File: src/rtl/rom_prefetcher_pkg.sv
// rom_prefetcher_pkg: shared FSM encoding and fetch stride for the ROM prefetcher
package rom_prefetcher_pkg;

    typedef enum logic {
        IDLE = 1'b0,
        RUN  = 1'b1
    } state_t;

    localparam logic [31:0] WORD_INC = 32'd4;

endpackage

File: src/rtl/rom_prefetcher_fetch_fifo.sv
// fetch_fifo: {addr,data} instruction buffer with flush and empty-bypass so a word is visible the cycle it arrives
module fetch_fifo #(
    parameter int DEPTH = 2
) (
    input  logic                     clk_i,
    input  logic                     rst_i,
    input  logic                     flush_i,
    input  logic                     push_i,
    input  logic                     pop_i,
    input  logic [63:0]              wdata_i,
    output logic                     valid_o,
    output logic [63:0]              rdata_o,
    output logic [$clog2(DEPTH):0]   count_o
);

    localparam int AW = $clog2(DEPTH);

    logic [63:0] mem [DEPTH];
    logic [AW-1:0] wr_ptr;
    logic [AW-1:0] rd_ptr;
    logic [AW:0] count;
    logic empty;
    logic wr_en;
    logic rd_en;

    // a word popped the same cycle it arrives into an empty buffer never gets stored
    always_comb begin
        empty   = (count == '0);
        wr_en   = push_i && !flush_i && !(pop_i && empty);
        rd_en   = pop_i && !empty;
        valid_o = !empty || push_i;
        rdata_o = empty ? wdata_i : mem[rd_ptr];
        count_o = count;
    end

    // pointers and occupancy; flush empties the buffer
    always_ff @(posedge clk_i) begin
        if (rst_i || flush_i) begin
            wr_ptr <= '0;
            rd_ptr <= '0;
            count  <= '0;
        end else begin
            if (wr_en) wr_ptr <= wr_ptr + AW'(1);
            if (rd_en) rd_ptr <= rd_ptr + AW'(1);
            count <= count + (AW+1)'(wr_en) - (AW+1)'(rd_en);
        end
    end

    // storage array, no reset needed
    always_ff @(posedge clk_i) begin
        if (wr_en) mem[wr_ptr] <= wdata_i;
    end

endmodule

File: src/rtl/rom_prefetcher.sv
// rom_prefetcher: sequential ROM fetch engine feeding a small instruction buffer
module rom_prefetcher
    import rom_prefetcher_pkg::*;
#(
    parameter int DEPTH = 2
) (
    input  logic        clk_i,
    input  logic        rst_i,
    input  logic        start_i,
    input  logic [31:0] boot_addr_i,
    input  logic        stop_i,
    input  logic        redirect_i,
    input  logic [31:0] redirect_addr_i,
    output logic        rom_req_o,
    output logic [31:0] rom_addr_o,
    input  logic [31:0] rom_rdata_i,
    output logic        instr_valid_o,
    output logic [31:0] instr_o,
    output logic [31:0] instr_addr_o,
    input  logic        instr_ready_i,
    output logic        busy_o
);

    state_t state_q;
    state_t state_d;
    logic inflight_q;
    logic [31:0] fetch_addr_q;
    logic [31:0] req_addr_q;
    logic [$clog2(DEPTH):0] count;
    logic fifo_valid;
    logic [63:0] head;
    logic redirect_ok;
    logic push;
    logic pop;

    // state register
    always_ff @(posedge clk_i) begin
        if (rst_i) state_q <= IDLE;
        else state_q <= state_d;
    end

    // next state: redirect wins over stop and keeps the engine running
    always_comb begin
        state_d = (state_q == IDLE) ? (start_i ? RUN : IDLE)
                                    : ((stop_i && !redirect_i) ? IDLE : RUN);
    end

    // outputs: request only with room for the reply, never while redirecting or stopping
    always_comb begin
        redirect_ok   = redirect_i && (state_q == RUN);
        rom_req_o     = !rst_i && (state_q == RUN) && !redirect_i && !stop_i &&
                        (int'(count) + int'(inflight_q) < DEPTH);
        rom_addr_o    = rst_i ? 32'd0 : fetch_addr_q;
        busy_o        = !rst_i && ((state_q == RUN) || inflight_q);
        push          = !rst_i && inflight_q && !redirect_ok;
        instr_valid_o = !rst_i && fifo_valid;
        pop           = instr_valid_o && instr_ready_i;
        instr_addr_o  = head[63:32];
        instr_o       = head[31:0];
    end

    // fetch address, in-flight flag and address of the outstanding request
    always_ff @(posedge clk_i) begin
        if (rst_i) begin
            inflight_q   <= 1'b0;
            fetch_addr_q <= 32'd0;
            req_addr_q   <= 32'd0;
        end else begin
            inflight_q <= rom_req_o;
            if (rom_req_o) req_addr_q <= fetch_addr_q;
            if (state_q == IDLE && start_i) fetch_addr_q <= {boot_addr_i[31:2], 2'b00};
            else if (redirect_ok) fetch_addr_q <= {redirect_addr_i[31:2], 2'b00};
            else if (rom_req_o) fetch_addr_q <= fetch_addr_q + WORD_INC;
        end
    end

    fetch_fifo #(.DEPTH(DEPTH)) u_fifo (
        .clk_i   (clk_i),
        .rst_i   (rst_i),
        .flush_i (redirect_ok),
        .push_i  (push),
        .pop_i   (pop),
        .wdata_i ({req_addr_q, rom_rdata_i}),
        .valid_o (fifo_valid),
        .rdata_o (head),
        .count_o (count)
    );

endmodule

File: config.mk
export PLATFORM = sky130hd
export DESIGN_NAME = rom_prefetcher
export DESIGN_NICKNAME = d
export VERILOG_FILES = /design/src/rtl/rom_prefetcher_pkg.sv /design/src/rtl/rom_prefetcher_fetch_fifo.sv /design/src/rtl/rom_prefetcher.sv
export SDC_FILE = /design/constraint.sdc
export NUM_CORES = 1
export LEC_CHECK = 0
export CORE_UTILIZATION = 45
export CTS_CLUSTER_DIAMETER = 200
export DETAILED_ROUTE_END_ITERATION = 12
export GPL_TIMING_DRIVEN = 0
export HOLD_SLACK_MARGIN = 0.06
export PLACE_DENSITY = 0.73
export SYNTH_ARGS = -nofsm -noshare
export SYNTH_HDL_FRONTEND = slang
export SYNTH_SLANG_ARGS = --single-unit
File: constraint.sdc
create_clock -name clk_i -period 6.6 [get_ports clk_i]
set_input_delay 1.32 -clock clk_i [delete_from_list [all_inputs] [get_ports clk_i]]
set_output_delay 1.32 -clock clk_i [all_outputs]
set_load 0.01 [all_outputs]
==> impl_metrics.yaml, run 1 <==
floorplanning:
  dieHeight_um: 141.4
  die-area_mm2: 0.01998
  num_io_pins: 201
  core_mm2: 0.01889
  dieWidth_um: 141.4
  num_rows: 50
  start_util_pct: 46.26
timing:
  hold_viol: 0
  postLayoutSetupSlackWorst_ps: 1312
  setup_tns_ps: 0
  drv_slew: 0
  finalSetupViolations: 0
  clock.fmax_mhz: 189.1
  period_share_pct: 80.13
  holdWs_ps: 488.9
  period_minus_slack_ps: 5288
  skew_ps: 13.87
  slew_headroom_pct: 29.38
  rsz0062_at_grt: "no"
  tightestPinTransition_ps: 1059
power:
  leakage_nw: 3.777
  p_per_area_mw_per_mm2: 226.8
  p_comb_share_pct: 12.1
  ir_drop_mv: 0.1702
  clock_power_share_pct: 37.8
  p_int_mw: 1.987
  switching_power_uw: 648.8
  seq_power_share_pct: 50.1
  p_sw_share_pct: 24.62
worst_setup_path:
  critical_path_class: "in2out"
  critPathMaxFanout: 10
  startpoint_type: "input port"
  worst_setup_path_end_kind: "output port"
  critPathArrivalTime_ps: 3970
  required_ps: 5280
final_layout:
  syn_to_final_growth_pct: 32.94
  layout_commonest_cell: "clkdlybuf4s50_1"
  drive_gt1_share_pct: 5.070
  fill_cells: 1595
  final_cell_mix: "clkdlybuf4s50_1 (192), nand2_1 (141), edfxtp_1 (124), o21ai_0 (86)"
  utilization_pct: 61.50
  nets: 1157
  multiInputGateArea_mm2: 0.003393
  final_cell_count_no_fill: 1325
  regArea_mm2: 0.005065
  antenna_cells: 0
route:
  drc: 0
  dr.pass1.iters: 5
  wire_per_inst_um: 18.20
  vias: 7310
  drtIter0Drc: 820
  routed_wl_mm: 24.12
  final_antenna_net_count: 0
  viasPerCell: 5.517
global_route:
  grt_overflow_total: 0
  grt_antenna_before_repair: 0
  grt_usage_pct: 24.27
  grt_max_degree: 63
  grt_pass1_wl_mm: 37.04
  grt_pass1_vias: 6912
placement:
  pre_cts_ws_ps: 1333
  dpl.cell_count: 1293
  dp_hpwl_mm: 16.67
  finalWeightedCongestion: 0.9150
  portBuffers: 192
clock_network:
  clk_pin_slew_worst_paths_ps: 70
  cts_buffers: 17
  cts_resized: 0
  post_cts_buffers: 0
  cts_max_level: 4
  cts_sinks: 191
  cts_tree: "built"
  max-clock-path-buffers: 2
  clkLatencyLatePin_ps: 430
  clockRootBuffer: "clkbuf_16"
  hold_buffers: 0
run_status:
  outcome: "complete, no violations"
yosys:
  synthArstFlopShare_pct: 0
  synth_top_area_cell: "edfxtp_1"
  ys_types: 54
  synth_xor_area_share_pct: 1.403
  synthFlopType: "edfxtp_1"
  syn_area_mm2: 0.008740
  yosys.area_share.simple_pct: 15.49
  yosys.area.top_type_share_pct: 42.61
  synth_top_family_by_area: "simple AND/OR/NAND/NOR gates"
  synth.area.mux_share_pct: 7.674
  ys_warn_count: 0
  synth-compound-area-share_pct: 13.54
  yosysSeqAreaShare_pct: 57.95
  synth-edff-count: 124
  synthCells: 836
  yosys.area_share.adder_pct: 0.4295
  synth_area_leaders: "edfxtp_1 (43%), dfxtp_1 (15%), mux2i_1 (7.7%), nand2_1 (6.1%), o21ai_0 (4.9%)"
  ys_seq_elements: 191
  avgSynthCellArea_um2: 10.45
run:
  max-cap-violations: 0
worst_hold_path:
  hold_class: "reg2reg"
layout make-up:
cell class                 count  share of cell area [%]
buffer                        66                   2.348
clock buffer                  18                   3.780
clock inverter                14                   1.131
inverter                       8                  0.2585
multi-input combinational    574                   29.21
sequential                   191                   43.59
tap                          260                   2.800
timing repair buffer         194                   16.89
path summary, 6_finish.rpt:
| kind | slack [ps] | cells after the start | from | endpoint |
|---|---|---|---|---|
| max | 1310 | 6 | rst_i | rom_addr_o[21] |
| min | 490 | 0 | req_addr_q[3] | u_fifo.mem[0][35] |
| max reg2reg | 3800 | 6 | state_q | u_fifo.mem[1][17] |
| min reg2reg | 490 | 0 | req_addr_q[3] | u_fifo.mem[0][35] |
worst max-delay path: stages:
cell and delay (ps):
clkdlybuf4s50_1 530, clkbuf_1 420, buf_1 480, buf_1 530, nor2_1 160, clkdlybuf4s50_1 520
cell families (layout without fill, tap and decap cells):
| family | count (synthesis) | in the layout |
|---|---|---|
| AOI/OAI and AO/OA | 193 | 193 |
| xor gates and xnor gates | 14 | 14 |
| adders and majority gates | 3 | 3 |
| buffers and inverters | 74 | 300 |
| DFF | 191 | 191 |
| muxes | 67 | 67 |
| other | 1 | 4 |
| and+or+nand+nor | 293 | 293 |
sequential cells by signal, indices dropped and copies added (netlist names), named ones only:
name / cells
fetch_addr_q: 30
inflight_q: 1
req_addr_q: 30
state_q: 1
u_fifo.count_o: 2
u_fifo.mem: 124
u_fifo.rd_ptr: 1
u_fifo.wr_ptr: 1
power by group through the flow:
stage	clock network, mW	registers [mW]	logic (mW)
CTS	1.01	1.32	0.316
finish	0.996	1.32	0.319
detailed placement	0	1.34	0.313
global route	1.05	1.32	0.342
floorplan	0	1.33	0.148
global placement	0	1.34	0.309
per-layer routing:
| metal | vias to the layer above | track usage (%) | wire, um |
|---|---|---|---|
| li1 | 3461 | - | - |
| met4 | 0 | 8.238 | 457 |
| met3 | 45 | 4.084 | 1807 |
| met1 | 3432 | 32.94 | 10390 |
| met2 | 372 | 39.42 | 11460 |
| met5 | - | 0 | 0 |
cells in the mapped netlist (10+ instances only):
master    number
a211oi_1      12
a21oi_1       46
clkbuf_1      48
dfxtp_1       67
edfxtp_1     124
mux2i_1       67
nand2_1      141
nand3_1       10
nor2_1        49
nor2b_1       30
nor3_1        15
o21ai_0       86
stage by stage:
stage | power [mW] | area [um^2]
3_3_place_gp | 1.653 | 11000
3_5_place_dp | 1.657 | 11050
5_1_grt | 2.718 | 11620
4_1_cts | 2.641 | 11620
6_report | 2.635 | 11620
2_1_floorplan | 1.481 | 8751
No activity file was read; power rests on OpenSTA's default activity.
==> run 2, diff against run 1 <==
Clock period 6.6 ns to 5.4 ns, I/O delays scaled along.
==> results of run 2 <==
Same layout as run 1 (identical final DEF). Status: complete, no violations.
Among the figures that moved: setup slack after placement 1333 ps -> 612.5 ps; setup slack after layout 1312 ps -> 591.7 ps; register-to-register setup slack 3800 ps -> 2600 ps; total power 2.635 mW -> 3.221 mW; worst IR drop on VDD 0.1702 mV -> 0.2080 mV
==> run 3, diff against run 2 <==
Settings changed: RECOVER_POWER set to 25, REMOVE_ABC_BUFFERS set to 1, TNS_END_PERCENT set to 1.
==> impl_metrics.yaml, run 3 (same netlist as run 1, synthesis figures left out) <==
run_status:
  outcome: "complete, no violations"
route:
  viasPerCell: 5.384
  wire_per_inst_um: 17.51
  drtIter0Drc: 369
  drc: 0
  dr.pass1.iters: 5
  final_antenna_net_count: 0
  routed_wl_mm: 22.17
  vias: 6816
final_layout:
  syn_to_final_growth_pct: 31.64
  fill_cells: 1632
  reg_top3: "u_fifo.mem (124), fetch_addr_q (30), req_addr_q (30)"
  final_cell_count_no_fill: 1266
  top_register: "u_fifo.mem"
  drive_gt1_share_pct: 5.268
  antenna_cells: 0
  utilization_pct: 60.89
  layout_commonest_cell: "clkdlybuf4s50_1"
  largest_reg_flops: 124
  final_cell_mix: "clkdlybuf4s50_1 (169), nand2_1 (141), edfxtp_1 (124), o21ai_0 (86), mux2i_1 (67)"
  stdcell_area_mm2: 0.01150
  nets: 1098
power:
  p_per_area_mw_per_mm2: 276.9
  total_power_mw: 3.186
  p_comb_share_pct: 11.2
  p_int_mw: 2.407
  ir_drop_mv: 0.2392
  clock_power_share_pct: 37.9
  p_sw_share_pct: 24.45
  leakage_nw: 3.718
  seq_power_share_pct: 50.9
  switching_power_uw: 779.0
worst_setup_path:
  worst_setup_path_end_kind: "output port"
  crit_chain: "buf_4, buf_16, a2111oi_4, nand2_2, clkinvlp_4, clkdlybuf4s50_1"
  cp.depth: 6
  slowest_stage: "nand2_2"
  critical_path_class: "in2out"
  reg2reg_depth: 6
  critPathArrivalTime_ps: 4000
  startpoint_type: "input port"
  critPathMaxFanout: 70
  path_buf_inv: 4
  crit_family: "buffers and inverters"
  required_ps: 4320
  cpPeakStageDelay_ps: 740
clock_network:
  clk_pin_slew_worst_paths_ps: 70
  max-clock-path-buffers: 2
  cts_buffers: 17
  cts_max_level: 4
  hold_buffers: 0
  clkLatencyLatePin_ps: 430
  post_cts_buffers: 0
  cts_tree: "built"
  clockRootBuffer: "clkbuf_16"
  cts_sinks: 191
global_route:
  grt_usage_pct: 22.09
  grt_overflow_total: 0
  grt_max_degree: 71
  grt_pass1_wl_mm: 33.86
  grt_antenna_before_repair: 0
  grt_pass1_vias: 6445
timing:
  slew_headroom_pct: 27.58
  period_share_pct: 94.00
  clock.fmax_mhz: 197.0
  drv_slew: 0
  hold_viol: 0
  period_minus_slack_ps: 5076
  finalSetupViolations: 0
  setup_tns_ps: 0
  rsz0062_at_grt: "no"
  tightestPinTransition_ps: 1086
  skew_ps: 10.51
floorplanning:
  core_mm2: 0.01889
  dieWidth_um: 141.4
  start_util_pct: 46.26
  die-area_mm2: 0.01998
  num_io_pins: 201
  num_rows: 50
  dieHeight_um: 141.4
placement:
  finalWeightedCongestion: 0.8296
  portBuffers: 192
  dpl.cell_count: 1232
  place_area_mm2: 0.01091
  dp_hpwl_mm: 14.15
run:
  max-cap-violations: 0
worst_hold_path:
  hold_class: "reg2reg"
  hold_path_depth: 2
[run 3: cell count changes in the layout (fill, tap and decap cells not counted), sizes merged]
cell           change
buf               -11
clkdlybuf4s50     -23
inv                -2
clkbuf            -49
clkinvlp           +2
dlygate4sd3       +22
clkinv             +2
[run 3: path summary, 6_finish.rpt]
kind	to	start	slack [ps]
setup / recovery	rom_req_o	rst_i	320
hold / removal	req_addr_q[31]	fetch_addr_q[31]	480
hold reg to reg	req_addr_q[31]	fetch_addr_q[31]	480
setup reg to reg	u_fifo.mem[0][5]	state_q	2390
[run 3: tightest hold or removal path: stages, from the launching register on]
cell     delay (ps)
dfxtp_1         330
nand2_1          60
a21oi_1          50
[run 3: layout make-up]
type | instances | area [um^2] | area share [%]
flip-flops and latches | 191 | 5069 | 44.06
clock buffers | 17 | 425.4 | 3.698
well taps | 260 | 325.3 | 2.828
repair inverters | 1 | 5.005 | 0.04350
inverters | 8 | 33.78 | 0.2936
clock inverters | 15 | 135.1 | 1.175
repair buffers | 200 | 2097 | 18.23
multi-input cells | 574 | 3415 | 29.68
[run 3: repair_timing]
| action | in CTS | in global routing |
|---|---|---|
| cloned | 0 | 1 |
| resized for setup | 1 | 0 |
| setup endpoints to repair | 1 | 1 |
[run 3: through the flow]
stage,hold WS (ps),setup WS [ps]
floorplan,434.6,-164.7
global placement,452.6,-4418
detailed placement,464.2,-157.1
CTS,480.2,102.8
global route,498.3,117.1
finish,480.1,323.8
[run 3: per-layer routing]
| metal | GRT usage [%] | routed length (um) |
|---|---|---|
| met1 | 27.51 | 9834 |
| met2 | 38.01 | 10700 |
| met3 | 4.826 | 1301 |
| met4 | 7.380 | 333 |
| met5 | 0 | 0 |
[run 3: power by group through the flow]
stage | Sequential (mW) | Combinational, mW | Clock [mW]
final | 1.62 | 0.357 | 1.21
after floorplan | 1.64 | 0.152 | 0
after global placement | 1.65 | 0.345 | 0
after detailed placement | 1.65 | 0.355 | 0
after CTS | 1.62 | 0.357 | 1.23
after global routing | 1.63 | 0.386 | 1.29
